## src/rtl/full_adder_reg_pkg.sv

```systemverilog
// Shared full-adder cell equations for the registered adder and its ripple cells.
package full_adder_reg_pkg;

  function automatic logic fa_sum(input logic a, input logic b, input logic c);
    return a ^ b ^ c;
  endfunction

  // Majority of the three inputs.
  function automatic logic fa_carry(input logic a, input logic b, input logic c);
    return (a & b) | (a & c) | (b & c);
  endfunction

endpackage

```

## src/rtl/full_adder_reg_cell.sv

```systemverilog
// Purely combinational 1-bit full adder cell: one ripple stage of full_adder_reg.
module full_adder_cell
  import full_adder_reg_pkg::*;
(
  input  logic a,
  input  logic b,
  input  logic ci,
  output logic s,
  output logic co
);

  assign s  = fa_sum(a, b, ci);
  assign co = fa_carry(a, b, ci);

endmodule

```

## src/rtl/full_adder_reg.sv

```systemverilog
// Registered WIDTH-bit ripple-carry adder: {Cout,S} = A + B + Cin, one-cycle latency.
module full_adder_reg
  import full_adder_reg_pkg::*;
#(
  parameter int unsigned WIDTH = 1
) (
  input  logic             clk,
  input  logic             rst,
  input  logic             in_valid,
  input  logic [WIDTH-1:0] A,
  input  logic [WIDTH-1:0] B,
  input  logic             Cin,
  output logic [WIDTH-1:0] S,
  output logic             Cout,
  output logic             out_valid
);

  logic [WIDTH:0]   carry;
  logic [WIDTH-1:0] sum_c;

  assign carry[0] = Cin;

  // Ripple chain: carry[i] feeds cell i, carry[WIDTH] is the overflow.
  for (genvar i = 0; i < int'(WIDTH); i++) begin : g_cell
    full_adder_cell u_cell (
      .a  (A[i]),
      .b  (B[i]),
      .ci (carry[i]),
      .s  (sum_c[i]),
      .co (carry[i+1])
    );
  end

  // Result only loads on a valid operand; otherwise the last result is held.
  always_ff @(posedge clk or posedge rst) begin
    if (rst) begin
      S         <= '0;
      Cout      <= 1'b0;
      out_valid <= 1'b0;
    end else begin
      out_valid <= in_valid;
      if (in_valid) begin
        S    <= sum_c;
        Cout <= carry[WIDTH];
      end
    end
  end

endmodule

```

## config.mk

```make
export PLATFORM = sky130hd
export DESIGN_NAME = full_adder_reg
export DESIGN_NICKNAME = d
export VERILOG_FILES = /design/src/rtl/full_adder_reg_pkg.sv /design/src/rtl/full_adder_reg_cell.sv /design/src/rtl/full_adder_reg.sv
export SDC_FILE = /design/constraint.sdc
export NUM_CORES = 1
export LEC_CHECK = 0
export CORE_AREA = 2 2 39 41
export DETAILED_ROUTE_END_ITERATION = 6
export DIE_AREA = 0 0 41 43
export DONT_BUFFER_PORTS = 1
export GPL_ROUTABILITY_DRIVEN = 0
export PLACE_DENSITY_LB_ADDON = 0.05
export SYNTH_ARGS = -nofsm -noshare
export SYNTH_HDL_FRONTEND = slang
export SYNTH_SLANG_ARGS = --single-unit
```

## constraint.sdc

```tcl
create_clock -name clk -period 1.25 [get_ports clk]
set_input_delay 0.125 -clock clk [delete_from_list [all_inputs] [get_ports clk]]
set_output_delay 0.125 -clock clk [all_outputs]
set_load 0.1 [all_outputs]
```

==> results.sh, run 1 <==
export IMPL_clockRootBuffer="clkbuf_4"
export IMPL_drc=0
export IMPL_htreeDepth=1
export IMPL_period_share=0.792
export IMPL_port_buffers=0
export IMPL_dr_pass1_iters=1
export IMPL_rrSetupSlack_ps=480
export IMPL_cp_required_ps=1120
export IMPL_stdcell_area_um2=213
export IMPL_syn_avg_cell_area_um2=17.3
export IMPL_crit_path_start_kind="register"
export IMPL_vdd_drop_max_uv=249
export IMPL_min_from="in_valid"
export IMPL_final_cell_mix="3 x clkbuf_4, 3 x buf_4, 2 x dfrtp_2, 2 x mux2_2, 2 x dlygate4sd3_1"
export IMPL_ant_nets=0
export IMPL_cpPeakStageDelay_ps=350
export IMPL_final_seq_area_um2=77.6
export IMPL_fmax_ghz=1.01
export IMPL_cp_arrival_ps=870
export IMPL_die_area_um2=1760
export IMPL_postLayoutCoreUtil=0.154
export IMPL_p_per_area_nw_per_um2=1980
export IMPL_multi_input_area_um2=42.5
export IMPL_crit_family="flip-flops"
export IMPL_grt_max_degree=4
export IMPL_crit_type="reg -> out"
export IMPL_ys_seq_area_frac=0.619
export IMPL_ys_types=4
export IMPL_stdcell_count=32
export IMPL_die_x_um=41
export IMPL_path_cells="buf_4"
export IMPL_synthesis_area_um2=121
export IMPL_grt_ovfl_total=0
export IMPL_crit_path_max_fanout=2
export IMPL_fp_dieH_um=43
export IMPL_core_um2=1380
export IMPL_outcome="finished, final reports clean"
export IMPL_end_kind="primary output"
export IMPL_drive_gt1_frac=0.625
export IMPL_cellLeakagePower_nw=0.0913
export IMPL_r2r_cells=1
export IMPL_initial_core_util=0.0877
export IMPL_min_delay_path_class="in -> reg"
export IMPL_skew_ps=0
export IMPL_grt_pass1_vias=127
export IMPL_tightest_slew_ps=280
export IMPL_crit_buf_inv=1
export IMPL_grt_setup_unrepaired="no"
export IMPL_r2r_end="S$_DFFE_PP0P_"
export IMPL_avgRoutedWirePerCell_um=10.2
export IMPL_max_slew_margin=0.815
export IMPL_area_growth_pct=75.3
export IMPL_antenna_cells=0
export IMPL_path_clk_slew_ps=40
export IMPL_synth_nets=14
export IMPL_yosys_warnings=0
export IMPL_grt_usage=0.0524
export IMPL_dr_first_iter_drc_count=0
export IMPL_total_power_mw=0.422
export IMPL_maxCapViolCount=0
export IMPL_worst_path_max_delay_cell="dfrtp_2"
export IMPL_cts_tree="built"
export IMPL_setup_viol=0
export IMPL_synth_seq_cells=3
export IMPL_grt_pass1_wl_um=469
export IMPL_row_count=14
export IMPL_num_io_pins=9
export IMPL_cts_buffers=3
export IMPL_dp_hpwl_um=260
export IMPL_dp_cells=26
export IMPL_synth_cells=7
export IMPL_vias=89
export IMPL_final_setup_tns_ps=0
export IMPL_finalCriticalPeriod_ps=991
export IMPL_routed_wl_um=326
export IMPL_timing_rr_start="S$_DFFE_PP0P_"
export IMPL_clkLatencyLatePin_ps=230
export IMPL_hold_path_depth=1
export IMPL_cts_buffer_depth=2
export IMPL_fillers=160
export IMPL_final_nets=24
export IMPL_clock_sinks=3
export IMPL_whs_endpoint="Cout$_DFFE_PP0P_"
export IMPL_antenna_found_initial=0
export IMPL_hold_violations=0
export IMPL_vias_per_cell=2.78
export IMPL_dpl_cell_area_um2=166
export IMPL_slew_viol_final=0
-- metal layers --
layer / track usage / vias to the layer above / wire length, um
li1: - / 39 / -
met1: 0.0357 / 39 / 100
met2: 0.0438 / 9 / 118
met3: 0.0785 / 2 / 98
met4: 0.0800 / 0 / 9
met5: 0 / - / 0
-- through the flow --
stage / worst slack, ps / hold WS [ps]
floorplan: 213 / -121
global placement: 292 / -119
detailed placement: 268 / -115
CTS: 247 / 45.1
global route: 229 / 50.3
finish: 259 / 53.9
-- state kept, by name, indices dropped and copies added (netlist names) --
signal,flops
out_valid,1
S,1
Cout,1
-- worst max path at each step --
stage | cells past startpoint | from | slack (ps) | endpoint
3_5_place_dp | 2 | A | 270 | S$_DFFE_PP0P_
6_report | 1 | Cout$_DFFE_PP0P_ | 260 | Cout
5_1_grt | 1 | Cout$_DFFE_PP0P_ | 230 | Cout
4_1_cts | 1 | Cout$_DFFE_PP0P_ | 250 | Cout
3_3_place_gp | 2 | A | 290 | S$_DFFE_PP0P_
2_1_floorplan | 1 | Cout$_DFFE_PP0P_ | 210 | Cout$_DFFE_PP0P_
-- cell usage after synthesis --
| library cell | count | area, um^2 |
|---|---|---|
| inv_1 | 1 | 3.75 |
| fa_1 | 1 | 20.0 |
| mux2_2 | 2 | 22.5 |
| dfrtp_1 | 3 | 75.1 |
-- kinds of logic (layout without fill, tap and decap cells) --
family                     Yosys count  after routing  share of synthesized area
buffers and inverters                1             10                     0.0309
DFF                                  3              3                      0.619
muxes                                2              2                      0.186
adders and majority gates            1              1                      0.165
-- cell type report --
| cell class | count | share of cell area |
|---|---|---|
| Sequential cell | 3 | 0.365 |
| Multi-Input combinational cell | 3 | 0.200 |
| Timing Repair Buffer | 5 | 0.200 |
| Clock buffer | 4 | 0.124 |
| Tap cell | 16 | 0.0941 |
| Inverter | 1 | 0.0176 |
-- where the power goes --
group / switching [mW] / internal, mW / total, mW
registers: 0.00613 / 0.112 / 0.118
clock network: 0.0491 / 0.120 / 0.169
logic: 0.104 / 0.0308 / 0.135
-- what timing repair did --
item,in CTS,in global routing
hold buffers,2,0
endpoints found under the hold margin,4,0
buffers inserted,0,0
resized for setup,0,0
Power figures use the tool's default switching activity.
==> run 2: changes to the inputs <==
Clock period 1.25 ns to 1 ns, I/O delays scaled along.
==> results.sh, run 2 (synthesis gave the netlist of run 1 again) <==
export IMPL_port_buffers=0
export IMPL_rrSetupSlack_ps=130
export IMPL_grt_pass1_vias=123
export IMPL_initial_core_util=0.0877
export IMPL_vias=88
export IMPL_end_kind="primary output"
export IMPL_antenna_cells=0
export IMPL_skew_ps=0
export IMPL_routed_wl_um=307
export IMPL_path_cells="buf_12"
export IMPL_grt_pass1_wl_um=483
export IMPL_fp_dieH_um=43
export IMPL_dpl_cell_area_um2=184
export IMPL_crit_buf_inv=1
export IMPL_multi_input_area_um2=42.5
export IMPL_fmax_ghz=1.02
export IMPL_fillers=147
export IMPL_period_share=0.984
export IMPL_final_cell_mix="3 x clkbuf_4, 3 x buf_12, 2 x dfrtp_4, 2 x mux2_2, 2 x dlygate4sd3_1"
export IMPL_drc=0
export IMPL_stdcell_area_um2=255
export IMPL_clockRootBuffer="clkbuf_4"
export IMPL_postLayoutCoreUtil=0.184
export IMPL_post_cts_buffers=0
export IMPL_slew_viol_final=0
export IMPL_maxCapViolCount=0
export IMPL_core_um2=1380
export IMPL_crit_path_start_kind="register"
export IMPL_max_slew_margin=0.926
export IMPL_finalCriticalPeriod_ps=984
export IMPL_pre_cts_ws_ps=46.2
export IMPL_row_count=14
export IMPL_drive_gt1_frac=0.625
export IMPL_dp_cells=26
export IMPL_final_setup_tns_ps=0
export IMPL_crit_type="reg -> out"
export IMPL_ant_nets=0
export IMPL_grt_usage=0.0544
export IMPL_dr_pass1_iters=1
export IMPL_total_power_mw=0.582
export IMPL_avgRoutedWirePerCell_um=9.59
export IMPL_vdd_drop_max_uv=367
export IMPL_stdcell_count=32
export IMPL_antenna_found_initial=0
export IMPL_crit_path_max_fanout=2
export IMPL_path_clk_slew_ps=40
export IMPL_die_area_um2=1760
export IMPL_grt_ovfl_total=0
export IMPL_outcome="finished, final reports clean"
export IMPL_die_x_um=41
export IMPL_htreeDepth=1
export IMPL_layout_setup_ws_ps=15.7
export IMPL_setup_viol=0
export IMPL_crit_family="flip-flops"
export IMPL_cts_buffers=3
export IMPL_cp_arrival_ps=880
export IMPL_worst_path_max_delay_cell="dfrtp_4"
export IMPL_grt_max_degree=4
export IMPL_cts_tree="built"
export IMPL_grt_setup_unrepaired="yes"
export IMPL_tightest_slew_ps=111
export IMPL_whs_ps=25.6
export IMPL_min_delay_path_class="in -> reg"
export IMPL_clock_sinks=3
export IMPL_final_nets=24
export IMPL_num_io_pins=9
export IMPL_clkLatencyLatePin_ps=230
export IMPL_cellLeakagePower_nw=0.105
export IMPL_cp_required_ps=900
export IMPL_top_regs="Cout: 1 flops, S: 1 flops, out_valid: 1 flops"
export IMPL_cpPeakStageDelay_ps=480
export IMPL_dr_first_iter_drc_count=0
export IMPL_p_per_area_nw_per_um2=2280
export IMPL_vias_per_cell=2.75
export IMPL_area_growth_pct=110
export IMPL_hold_violations=0
export IMPL_final_seq_area_um2=82.6
export IMPL_cts_buffer_depth=2
run 2: what timing repair did:
| action | in CTS | in global routing |
|---|---|---|
| endpoints found under the hold margin | 4 | 0 |
| setup endpoints to repair | 2 | 2 |
| pin swaps | 0 | 0 |
| hold buffers | 2 | 0 |
| gates cloned | 0 | 0 |
| resized for setup | 5 | 1 |
run 2: final cells by class:
| cell class | count | share of cell area |
|---|---|---|
| repair buffers | 5 | 0.314 |
| clock buffers | 4 | 0.103 |
| multi-input cells | 3 | 0.167 |
| inverters | 1 | 0.0147 |
| flip-flops and latches | 3 | 0.324 |
| well taps | 16 | 0.0784 |
run 2: routing by layer:
layer  global-route usage  vias up  part of all wire
met5                    0        -                 0
met4               0.0800        0             0.029
met3               0.0733        2              0.29
met2               0.0469        9              0.39
met1               0.0422       38              0.29
li1                     -       39                 -
run 2: report_power, final:
group | total (mW) | internal, mW | switching, mW
logic | 0.207 | 0.0776 | 0.129
clock network | 0.212 | 0.150 | 0.0627
registers | 0.162 | 0.146 | 0.0161
total | 0.582 | 0.373 | 0.208
run 2: worst paths after layout:
kind,cells after the start,start,endpoint
worst max-delay path,1,Cout$_DFFE_PP0P_,Cout
worst min-delay path,1,in_valid,Cout$_DFFE_PP0P_
worst max register to register,1,S$_DFFE_PP0P_,S$_DFFE_PP0P_
worst min register to register,1,Cout$_DFFE_PP0P_,Cout$_DFFE_PP0P_
max in group asynchronous,2,rst,S$_DFFE_PP0P_
min in group asynchronous,2,rst,Cout$_DFFE_PP0P_
==> run 3: changes to the inputs <==
Settings changed: CORE_AREA 2 2 39 41 to 8 8 45 47, DIE_AREA 0 0 41 43 to 0 0 53 55.
==> results.sh, run 3 (synthesis gave the netlist of run 1 again) <==
export IMPL_outcome="finished, final reports clean"
export IMPL_whs_ps=27.4
export IMPL_cts_buffers=3
export IMPL_crit_family="flip-flops"
export IMPL_r2r_end="S$_DFFE_PP0P_"
export IMPL_ant_nets=0
export IMPL_min_from="in_valid"
export IMPL_stdcell_count=32
export IMPL_clockRootBuffer="clkbuf_4"
export IMPL_rrSetupSlack_ps=130
export IMPL_p_per_area_nw_per_um2=2280
export IMPL_grt_ovfl_total=0
export IMPL_path_cells="buf_12"
export IMPL_clock_sinks=3
export IMPL_area_growth_pct=110
export IMPL_initial_core_util=0.0877
export IMPL_drive_gt1_frac=0.625
export IMPL_max_slew_margin=0.923
export IMPL_fmax_ghz=1.02
export IMPL_postLayoutCoreUtil=0.184
export IMPL_num_io_pins=9
export IMPL_grt_setup_unrepaired="yes"
export IMPL_cts_buffer_depth=2
export IMPL_end_kind="primary output"
export IMPL_antenna_found_initial=0
export IMPL_skew_ps=0
export IMPL_vias=91
export IMPL_drc=0
export IMPL_antenna_cells=0
export IMPL_setup_viol=0
export IMPL_cellLeakagePower_nw=0.105
export IMPL_final_setup_tns_ps=0
export IMPL_total_power_mw=0.581
export IMPL_clkLatencyLatePin_ps=230
export IMPL_cts_tree="built"
export IMPL_whs_endpoint="Cout$_DFFE_PP0P_"
export IMPL_grt_max_degree=4
export IMPL_crit_type="reg -> out"
export IMPL_vdd_drop_max_uv=360
export IMPL_final_cell_mix="3 x clkbuf_4, 3 x buf_12, 2 x dfrtp_4, 2 x mux2_2, 2 x dlygate4sd3_1"
export IMPL_fp_dieH_um=55
export IMPL_crit_buf_inv=1
export IMPL_finalCriticalPeriod_ps=984
export IMPL_die_x_um=53
export IMPL_grt_pass1_vias=145
export IMPL_core_um2=1380
export IMPL_crit_path_start_kind="register"
export IMPL_path_clk_slew_ps=40
export IMPL_row_count=14
export IMPL_hold_violations=0
export IMPL_post_cts_buffers=0
export IMPL_grt_pass1_wl_um=634
export IMPL_dr_pass1_iters=2
export IMPL_grt_usage=0.0373
export IMPL_timing_rr_start="S$_DFFE_PP0P_"
export IMPL_r2r_cells=1
export IMPL_avgRoutedWirePerCell_um=11.8
export IMPL_final_nets=24
export IMPL_tightest_slew_ps=116
export IMPL_period_share=0.984
export IMPL_htreeDepth=1
export IMPL_routed_wl_um=378
export IMPL_cp_arrival_ps=880
export IMPL_cpPeakStageDelay_ps=480
export IMPL_maxCapViolCount=0
export IMPL_min_delay_path_class="in -> reg"
export IMPL_vias_per_cell=2.84
export IMPL_cp_required_ps=900
export IMPL_slew_viol_final=0
export IMPL_die_area_um2=2920
export IMPL_dp_cells=26
export IMPL_port_buffers=0
export IMPL_worst_path_max_delay_cell="dfrtp_4"
export IMPL_crit_path_max_fanout=2
export IMPL_hold_path_depth=1
export IMPL_top_regs="Cout: 1 flops, S: 1 flops, out_valid: 1 flops"
export IMPL_dr_first_iter_drc_count=1
run 3: cell counts in the layout (fill, tap and decap cells not counted):
No cell type changed its count.
run 3: repair_timing:
| item | CTS | global route |
|---|---|---|
| resized for setup | 4 | 2 |
| hold endpoints to repair | 4 | 0 |
| endpoints found under the setup margin | 2 | 2 |
| hold buffers | 2 | 0 |
run 3: worst max-delay path by stage:
stage / startpoint / to / slack (ps) / cells after the start
floorplan: Cout$_DFFE_PP0P_ / Cout$_DFFE_PP0P_ / -20 / 1
global placement: A / S$_DFFE_PP0P_ / 50 / 2
detailed placement: A / S$_DFFE_PP0P_ / 40 / 2
CTS: S$_DFFE_PP0P_ / S / -1 / 1
global route: S$_DFFE_PP0P_ / S / -10 / 1
finish: S$_DFFE_PP0P_ / S / 20 / 1
run 3: layout make-up:
type,count,area [um^2]
flip-flops and latches,3,82.6
well taps,16,20.0
inverters,1,3.75
fillers,152,1130
clock buffers,4,26.3
multi-input cells,3,42.5
repair buffers,5,80.1
run 3: power breakdown:
group | switching (mW) | total, mW | internal, mW
registers | 0.0162 | 0.162 | 0.146
logic | 0.131 | 0.209 | 0.0781
clock network | 0.0603 | 0.210 | 0.149
run 3: stage by stage:
step / instance area [um^2] / worst slack [ps]
2_1_floorplan: 129 / -20.5
4_1_cts: 246 / -1.12
3_5_place_dp: 184 / 36.9
5_1_grt: 255 / -11.0
6_report: 255 / 15.8
3_3_place_gp: 184 / 53.9
run 3: metal layers:
metal  wire length (um)  vias to the layer above  global-route usage
met5                  0                        -                   0
met4                  0                        0              0.0647
met3                113                        0              0.0428
met2                168                        8              0.0430
met1                 96                       43              0.0230
li1                   -                       40                   -
